## config.mk

```make
export PLATFORM = sky130hd
export DESIGN_NAME = multicycle_ctrl_unit
export DESIGN_NICKNAME = d
export VERILOG_FILES = /design/src/rtl/rv_ctrl_pkg.sv /design/src/rtl/rv_instr_decode.sv /design/src/rtl/multicycle_ctrl_unit.sv
export SDC_FILE = /design/constraint.sdc
export NUM_CORES = 1
export LEC_CHECK = 0
export ABC_AREA = 1
export BUFFER_PORTS_ARGS = -buffer_cell sky130_fd_sc_hd__clkbuf_2
export CAP_MARGIN = 40
export CELL_PAD_IN_SITES_DETAIL_PLACEMENT = 0
export CELL_PAD_IN_SITES_GLOBAL_PLACEMENT = 1
export CORE_ASPECT_RATIO = 0.7
export CORE_MARGIN = 2
export CORE_UTILIZATION = 32
export CTS_CLUSTER_DIAMETER = 100
export DETAILED_ROUTE_END_ITERATION = 12
export PLACE_DENSITY = 0.83
export SETUP_SLACK_MARGIN = 0.02
export SLEW_MARGIN = 20
export SYNTH_ARGS = -nofsm -noshare
export SYNTH_HDL_FRONTEND = slang
export SYNTH_SLANG_ARGS = --single-unit
```

## constraint.sdc

```tcl
create_clock -name clk -period 2.05 [get_ports clk]
set_input_delay 0.41 -clock clk [delete_from_list [all_inputs] [get_ports clk]]
set_output_delay 0.41 -clock clk [all_outputs]
set_load 0.02 [all_outputs]
```

## src/rtl/rv_ctrl_pkg.sv

```systemverilog
// Shared encodings for the multicycle RV32I control unit: opcodes, ALU ops,
// datapath select codes, FSM state codes and small decode helpers.
package rv_ctrl_pkg;

    localparam logic [6:0] OPC_LUI    = 7'b0110111;
    localparam logic [6:0] OPC_AUIPC  = 7'b0010111;
    localparam logic [6:0] OPC_JAL    = 7'b1101111;
    localparam logic [6:0] OPC_JALR   = 7'b1100111;
    localparam logic [6:0] OPC_BRANCH = 7'b1100011;
    localparam logic [6:0] OPC_LOAD   = 7'b0000011;
    localparam logic [6:0] OPC_STORE  = 7'b0100011;
    localparam logic [6:0] OPC_OP_IMM = 7'b0010011;
    localparam logic [6:0] OPC_OP     = 7'b0110011;

    localparam logic [6:0] F7_BASE = 7'b0000000;
    localparam logic [6:0] F7_ALT  = 7'b0100000;

    localparam logic [3:0] ALU_ADD  = 4'd0;
    localparam logic [3:0] ALU_SUB  = 4'd1;
    localparam logic [3:0] ALU_AND  = 4'd2;
    localparam logic [3:0] ALU_OR   = 4'd3;
    localparam logic [3:0] ALU_XOR  = 4'd4;
    localparam logic [3:0] ALU_SLL  = 4'd5;
    localparam logic [3:0] ALU_SRL  = 4'd6;
    localparam logic [3:0] ALU_SRA  = 4'd7;
    localparam logic [3:0] ALU_SLT  = 4'd8;
    localparam logic [3:0] ALU_SLTU = 4'd9;

    localparam logic [2:0] IMM_I = 3'd0;
    localparam logic [2:0] IMM_S = 3'd1;
    localparam logic [2:0] IMM_B = 3'd2;
    localparam logic [2:0] IMM_U = 3'd3;
    localparam logic [2:0] IMM_J = 3'd4;

    localparam logic [1:0] SRCA_RS1  = 2'b00;
    localparam logic [1:0] SRCA_PC   = 2'b01;
    localparam logic [1:0] SRCA_ZERO = 2'b10;
    localparam logic       SRCB_RS2  = 1'b0;
    localparam logic       SRCB_IMM  = 1'b1;

    localparam logic [1:0] PC_PLUS4  = 2'b00;
    localparam logic [1:0] PC_TARGET = 2'b01;
    localparam logic [1:0] PC_JALR   = 2'b10;

    localparam logic [1:0] RES_ALU = 2'b00;
    localparam logic [1:0] RES_MEM = 2'b01;
    localparam logic [1:0] RES_PC4 = 2'b10;

    localparam logic [2:0] ST_IDLE      = 3'd0;
    localparam logic [2:0] ST_FETCH     = 3'd1;
    localparam logic [2:0] ST_DECODE    = 3'd2;
    localparam logic [2:0] ST_EXECUTE   = 3'd3;
    localparam logic [2:0] ST_MEM       = 3'd4;
    localparam logic [2:0] ST_WRITEBACK = 3'd5;
    localparam logic [2:0] ST_TRAP      = 3'd6;

    typedef enum logic [2:0] {
        CLS_ALU,
        CLS_LOAD,
        CLS_STORE,
        CLS_BRANCH,
        CLS_JAL,
        CLS_JALR
    } instr_class_t;

    // alt selects SUB/SRA; callers gate it so ADDI/SRLI never see it set wrongly.
    function automatic logic [3:0] alu_from_funct3(input logic [2:0] funct3, input logic alt);
        case (funct3)
            3'b000:  return alt ? ALU_SUB : ALU_ADD;
            3'b001:  return ALU_SLL;
            3'b010:  return ALU_SLT;
            3'b011:  return ALU_SLTU;
            3'b100:  return ALU_XOR;
            3'b101:  return alt ? ALU_SRA : ALU_SRL;
            3'b110:  return ALU_OR;
            default: return ALU_AND;
        endcase
    endfunction

    function automatic logic branch_taken(input logic [2:0] funct3, input logic zero,
                                          input logic lt, input logic ltu);
        case (funct3)
            3'b000:  return zero;
            3'b001:  return !zero;
            3'b100:  return lt;
            3'b101:  return !lt;
            3'b110:  return ltu;
            3'b111:  return !ltu;
            default: return 1'b0;
        endcase
    endfunction

endpackage

```

## src/rtl/rv_instr_decode.sv

```systemverilog
// Combinational RV32I decode of the instruction register fields into
// datapath selects, ALU operation, instruction class and legality.
module rv_instr_decode
    import rv_ctrl_pkg::*;
(
    input  logic [6:0]   opcode,
    input  logic [2:0]   funct3,
    input  logic [6:0]   funct7,
    output logic [3:0]   alu_control,
    output logic [2:0]   imm_sel,
    output logic [1:0]   alu_src_a,
    output logic         alu_src_b,
    output instr_class_t instr_class,
    output logic         illegal
);

    always_comb begin
        alu_control = ALU_ADD;
        imm_sel     = IMM_I;
        alu_src_a   = SRCA_RS1;
        alu_src_b   = SRCB_RS2;
        instr_class = CLS_ALU;
        illegal     = 1'b0;

        case (opcode)
            OPC_OP: begin
                alu_control = alu_from_funct3(funct3, funct7[5]);
                if (funct7 != F7_BASE &&
                    !(funct7 == F7_ALT && (funct3 == 3'b000 || funct3 == 3'b101)))
                    illegal = 1'b1;
            end
            OPC_OP_IMM: begin
                alu_src_b   = SRCB_IMM;
                alu_control = alu_from_funct3(funct3, (funct3 == 3'b101) && funct7[5]);
                // Only the shift-immediate forms carry funct7 in the immediate field.
                if (funct3 == 3'b001 && funct7 != F7_BASE)
                    illegal = 1'b1;
                if (funct3 == 3'b101 && funct7 != F7_BASE && funct7 != F7_ALT)
                    illegal = 1'b1;
            end
            OPC_LUI: begin
                imm_sel   = IMM_U;
                alu_src_a = SRCA_ZERO;
                alu_src_b = SRCB_IMM;
            end
            OPC_AUIPC: begin
                imm_sel   = IMM_U;
                alu_src_a = SRCA_PC;
                alu_src_b = SRCB_IMM;
            end
            OPC_LOAD: begin
                alu_src_b   = SRCB_IMM;
                instr_class = CLS_LOAD;
            end
            OPC_STORE: begin
                imm_sel     = IMM_S;
                alu_src_b   = SRCB_IMM;
                instr_class = CLS_STORE;
            end
            OPC_BRANCH: begin
                imm_sel     = IMM_B;
                alu_control = ALU_SUB;
                instr_class = CLS_BRANCH;
            end
            OPC_JAL: begin
                imm_sel     = IMM_J;
                instr_class = CLS_JAL;
            end
            OPC_JALR: begin
                alu_src_b   = SRCB_IMM;
                instr_class = CLS_JALR;
            end
            default: illegal = 1'b1;
        endcase
    end

endmodule

```

## src/rtl/multicycle_ctrl_unit.sv

```systemverilog
// Multicycle RV32I control FSM: owns the instruction register, the memory
// wait/timeout counter and sticky trap flags; outputs are decoded from state+IR.
module multicycle_ctrl_unit
    import rv_ctrl_pkg::*;
#(
    parameter int unsigned MEM_TIMEOUT = 16,
    parameter bit          RESET_FETCH = 1'b1
) (
    input  logic        clk,
    input  logic        rst,
    input  logic        start,
    input  logic [31:0] mem_rdata,
    input  logic        mem_ready,
    output logic        mem_req,
    output logic        mem_we,
    output logic        addr_src,
    output logic [31:0] instr,
    output logic [2:0]  imm_sel,
    output logic [1:0]  alu_src_a,
    output logic        alu_src_b,
    output logic [3:0]  alu_control,
    input  logic        alu_zero,
    input  logic        alu_lt,
    input  logic        alu_ltu,
    output logic        pc_write,
    output logic [1:0]  pc_src,
    output logic        ir_write,
    output logic        reg_write_en,
    output logic [1:0]  result_src,
    output logic [2:0]  state,
    output logic        illegal_instr,
    output logic        timeout_err
);

    localparam int unsigned CNT_W = (MEM_TIMEOUT > 0) ? $clog2(MEM_TIMEOUT + 1) : 1;
    localparam bit          TIMEOUT_EN = (MEM_TIMEOUT != 0);
    localparam logic [CNT_W-1:0] CNT_LAST = TIMEOUT_EN ? CNT_W'(MEM_TIMEOUT - 1) : '0;

    logic [2:0]       state_q;
    logic [2:0]       state_next;
    logic [31:0]      ir_q;
    logic [CNT_W-1:0] cnt_q;
    logic             illegal_q;
    logic             timeout_q;

    logic [3:0]   dec_alu_control;
    logic [2:0]   dec_imm_sel;
    logic [1:0]   dec_alu_src_a;
    logic         dec_alu_src_b;
    instr_class_t dec_class;
    logic         dec_illegal;

    logic mem_wait;
    logic timeout_hit;

    rv_instr_decode u_decode (
        .opcode      (ir_q[6:0]),
        .funct3      (ir_q[14:12]),
        .funct7      (ir_q[31:25]),
        .alu_control (dec_alu_control),
        .imm_sel     (dec_imm_sel),
        .alu_src_a   (dec_alu_src_a),
        .alu_src_b   (dec_alu_src_b),
        .instr_class (dec_class),
        .illegal     (dec_illegal)
    );

    assign mem_wait    = (state_q == ST_FETCH || state_q == ST_MEM) && !mem_ready;
    // A ready on the limit cycle is not a wait, so it naturally beats the trap.
    assign timeout_hit = TIMEOUT_EN && mem_wait && (cnt_q == CNT_LAST);

    always_comb begin
        state_next = state_q;
        case (state_q)
            ST_IDLE:
                if (RESET_FETCH || start) state_next = ST_FETCH;
            ST_FETCH:
                if (mem_ready)        state_next = ST_DECODE;
                else if (timeout_hit) state_next = ST_TRAP;
            ST_DECODE:
                state_next = dec_illegal ? ST_TRAP : ST_EXECUTE;
            ST_EXECUTE:
                case (dec_class)
                    CLS_LOAD, CLS_STORE: state_next = ST_MEM;
                    CLS_BRANCH:          state_next = ST_FETCH;
                    default:             state_next = ST_WRITEBACK;
                endcase
            ST_MEM:
                if (mem_ready)        state_next = (dec_class == CLS_LOAD) ? ST_WRITEBACK : ST_FETCH;
                else if (timeout_hit) state_next = ST_TRAP;
            ST_WRITEBACK:
                state_next = ST_FETCH;
            ST_TRAP:
                state_next = ST_TRAP;
            default:
                state_next = ST_IDLE;
        endcase
    end

    always_ff @(posedge clk) begin
        if (rst) begin
            state_q   <= ST_IDLE;
            ir_q      <= '0;
            cnt_q     <= '0;
            illegal_q <= 1'b0;
            timeout_q <= 1'b0;
        end else begin
            state_q <= state_next;
            if (state_q == ST_FETCH && mem_ready)
                ir_q <= mem_rdata;
            if (state_next != state_q)
                cnt_q <= '0;
            else if (mem_wait && cnt_q != '1)
                cnt_q <= cnt_q + 1'b1;
            if (state_q == ST_DECODE && dec_illegal)
                illegal_q <= 1'b1;
            if (timeout_hit)
                timeout_q <= 1'b1;
        end
    end

    always_comb begin
        mem_req      = 1'b0;
        mem_we       = 1'b0;
        addr_src     = 1'b0;
        imm_sel      = IMM_I;
        alu_src_a    = SRCA_RS1;
        alu_src_b    = SRCB_RS2;
        alu_control  = ALU_ADD;
        pc_write     = 1'b0;
        pc_src       = PC_PLUS4;
        ir_write     = 1'b0;
        reg_write_en = 1'b0;
        result_src   = RES_ALU;

        case (state_q)
            ST_DECODE, ST_EXECUTE, ST_MEM, ST_WRITEBACK: begin
                imm_sel     = dec_imm_sel;
                alu_src_a   = dec_alu_src_a;
                alu_src_b   = dec_alu_src_b;
                alu_control = dec_alu_control;
            end
            default: ;
        endcase

        case (state_q)
            ST_FETCH: begin
                mem_req  = 1'b1;
                ir_write = mem_ready;
            end
            ST_EXECUTE: begin
                pc_write = 1'b1;
                case (dec_class)
                    CLS_BRANCH:
                        pc_src = branch_taken(ir_q[14:12], alu_zero, alu_lt, alu_ltu)
                                 ? PC_TARGET : PC_PLUS4;
                    CLS_JAL:  pc_src = PC_TARGET;
                    CLS_JALR: pc_src = PC_JALR;
                    default:  pc_src = PC_PLUS4;
                endcase
            end
            ST_MEM: begin
                mem_req  = 1'b1;
                addr_src = 1'b1;
                mem_we   = (dec_class == CLS_STORE);
            end
            ST_WRITEBACK: begin
                reg_write_en = 1'b1;
                case (dec_class)
                    CLS_LOAD:          result_src = RES_MEM;
                    CLS_JAL, CLS_JALR: result_src = RES_PC4;
                    default:           result_src = RES_ALU;
                endcase
            end
            default: ;
        endcase
    end

    assign instr         = ir_q;
    assign state         = state_q;
    assign illegal_instr = illegal_q;
    assign timeout_err   = timeout_q;

endmodule

```

==> results.md <==
- Std-Cell Rows: 25
- Pins Over Slew Limit: 0
- Number of diodes: 0
- Final worst path period share: 95.68%
- DR vias: 2,402
- Tmin final: 1.961 ns
- DRC Markers: 0
- Least-Margin Pin Slew: 0.2493 ns
- Leakage: 0.001520 µW
- Die Area: 7703 µm²
- Cell Area, Synth: 2242 µm²
- Layout Utilization: 46.09%
- Critical Path, Cell by Cell: inv_4, nand2_2, nor2_4, nand2_2, inv_2, o21ai_0, a21oi_1, buf_4
- Hold Buf Count CTS: 0
- Clk root buf: clkbuf_8
- Post-synth top flop: dfxtp_1
- Number of primary I/O pins: 96
- Maxcap violations: 0
- Startpoint types: flop
- Reg2reg start: cnt_q[0]
- Sequential area share after synthesis: 37.50%
- Starting DRT DRC Count: 106
- Slowest stage delay, CP: 0.36 ns
- Die H: 74.04 µm
- Skew-Pair Late Insertion Delay: 0.29 ns
- Antenna viol nets, final: 0
- H-tree levels: 2
- Initial Util: 33.19%
- Fmax: 509.8 MHz
- Syn_area_per_cell: 6.963 µm²
- Hold Crit Class: input pin to flop
- Worst-case clock buffer depth: 2
- CTS tree: done
- Worst-path clk slew: 0.08 ns
- Drt first pass iters: 4
- Post-synth top area share: 37.50%
- Number of synthesized flops with an enable pin: 0
- Die width: 104.0 µm
- RSZ-0062 raised after global routing: true
- DP Cell Count: 503
- Critical path's slowest cell: dfxtp_4
- Most common cell in the synthesized netlist: nor2_1
- #FFs+latches synth: 42
- Final wirelength: 6482 µm
- Mapped Cells: 322
- Cts bufs inserted: 5
- Cell family with the largest share of critical-path delay: flip-flops
- Run status: completed
- P&R area growth vs syn: 38.90%
- First-pass GRT wire length: 10,360 µm
- IO buf count: 94
- Crit end category: output pin
- Dominant cell type by area after synthesis: dfxtp_1
- Pwr dens: 764.6 nW/µm²
- Top cells by area, synth: dfxtp_1 (38%), nor2_1 (13%), o21ai_0 (8.3%)
- Finished Layout Cells: 520
- Final Skew: 0.008262 ns
- Fraction of layout cells with a size suffix above 1: 43.66%
- Routed wire length per instance: 12.47 µm
- Max-Slew Margin vs Limit: 83.36%
- Clock sink total: 42
- Fillers: 729
- Core ar.: 6756 µm²
- Min-delay src: rst
- Synth top cells by count: nor2_1 (77), dfxtp_1 (42), o21ai_0 (37), nand2_1 (35), inv_1 (30)
- # setup viols final: 0
- Most frequent CP cell: nand2_2
- Global route overflow: 0
- Critical path class: flop to output pin
- Detail Placement HPWL: 4849 µm
- FF+latch area: 879.6 µm²
- Worst vdd ir: 437.4 µV
- Final Hold Fails: 0
- Nets@finish: 467
- CP max FO: 5
- Initial antenna violation count: 0
- Required time of the worst setup path: 1.64 ns
- Vias per cell: 4.619
- GRT Total Usage: 16.72%
- Synth async-reset ratio: 0%
- CP Buf/Inv Count: 3
- Area of the multi-input gates: 1292 µm²
- Syn nets: 364
- Vias in the first global route: 2,173
- CP Launch Point: instr[3]
- Final GP Congestion: 0.7988
- Worst path arrival time: 1.55 ns
- Yosys cell types: 29
- Syn. warnings: 0
- Largest net degree at the start of global routing: 36
-- worst paths after layout --
| path | end | cells after the start | slack, ns |
|---|---|---|---|
| hold reg to reg | illegal_instr | 2 | 0.45 |
| hold / removal | state[1] | 2 | 0.33 |
| setup reg to reg | cnt_q[0] | 11 | 0.34 |
| setup / recovery | pc_src[0] | 8 | 0.09 |
-- registers in the layout (all words and copies together), names as in the netlist --
| name | cells |
|---|---|
| instr | 32 |
| illegal_instr | 1 |
| cnt_q | 5 |
| timeout_err | 1 |
| state | 3 |
-- per-layer routing --
| layer | GRT usage [%] | vias up | routed length [µm] |
|---|---|---|---|
| met3 | 5.521 | 8 | 566 |
| li1 | - | 1239 | - |
| met4 | 5.405 | 0 | 97 |
| met2 | 24.56 | 78 | 2615 |
| met1 | 23.29 | 1077 | 3203 |
| met5 | 0 | - | 0 |
-- cell type report --
type,instances,area share (%)
flip-flops and latches,42,28.24
clock inverters,2,0.4018
repair buffers,107,18.96
clock buffers,6,2.652
multi-input cells,234,41.50
inverters,35,4.460
well taps,94,3.777
-- power breakdown --
part           switching [µW]  internal, µW  total, µW
Combinational             529           268        797
Sequential                104           920       1020
Clock                     289           271        560
Total                     922          1460       2380
-- kinds of logic after synthesis --
logic type | Yosys count | synth area share (%)
and+or+nand+nor | 165 | 35.99
xor gates and xnor gates | 3 | 1.172
buffers and inverters | 46 | 8.371
DFF | 42 | 37.50
AOI/OAI and AO/OA | 62 | 14.84
muxes | 1 | 0.4464
adders and majority gates | 3 | 1.674
-- stage by stage --
step	cell area [µm²]	TNS (ns)	worst slack [ns]	power, µW	hold slack (ns)
after floorplan	2252	0	0.05776	1526	0.4791
after global placement	2826	0	0.2087	1764	0.4432
after detailed placement	2826	0	0.1945	1779	0.4479
after CTS	2939	0	0.02077	2352	0.3267
after global routing	3114	-0.02510	-0.01603	2543	0.3325
final	3114	0	0.08863	2381	0.3313
-- what timing repair did --
| item | CTS | global route |
|---|---|---|
| setup buffers | 0 | 9 |
| resized for setup | 10 | 48 |
| pin swaps | 1 | 11 |
| setup endpoints to repair | 14 | 11 |
-- cell usage in the layout (no fill, tap or decap), types with 2 or more instances in the layout --
cell type / synthesis / final
a21oi_1: 19 / 18
buf_4: 0 / 16
clkbuf_2: 0 / 90
clkbuf_8: 0 / 6
dfxtp_1: 42 / 29
dfxtp_2: 0 / 4
dfxtp_4: 0 / 9
ha_1: 3 / 3
inv_1: 30 / 24
inv_2: 5 / 8
inv_4: 0 / 3
nand2_1: 35 / 31
nand2_2: 11 / 12
nand2_4: 1 / 4
nand3_1: 10 / 9
nand3_2: 2 / 3
nand4_1: 3 / 3
nor2_1: 77 / 73
nor2_2: 8 / 8
nor2_4: 3 / 7
nor3_1: 6 / 4
nor3_2: 6 / 8
o211ai_1: 2 / 2
o21ai_0: 37 / 36
xor2_1: 3 / 3
No activity file was read; power rests on OpenSTA's default activity.
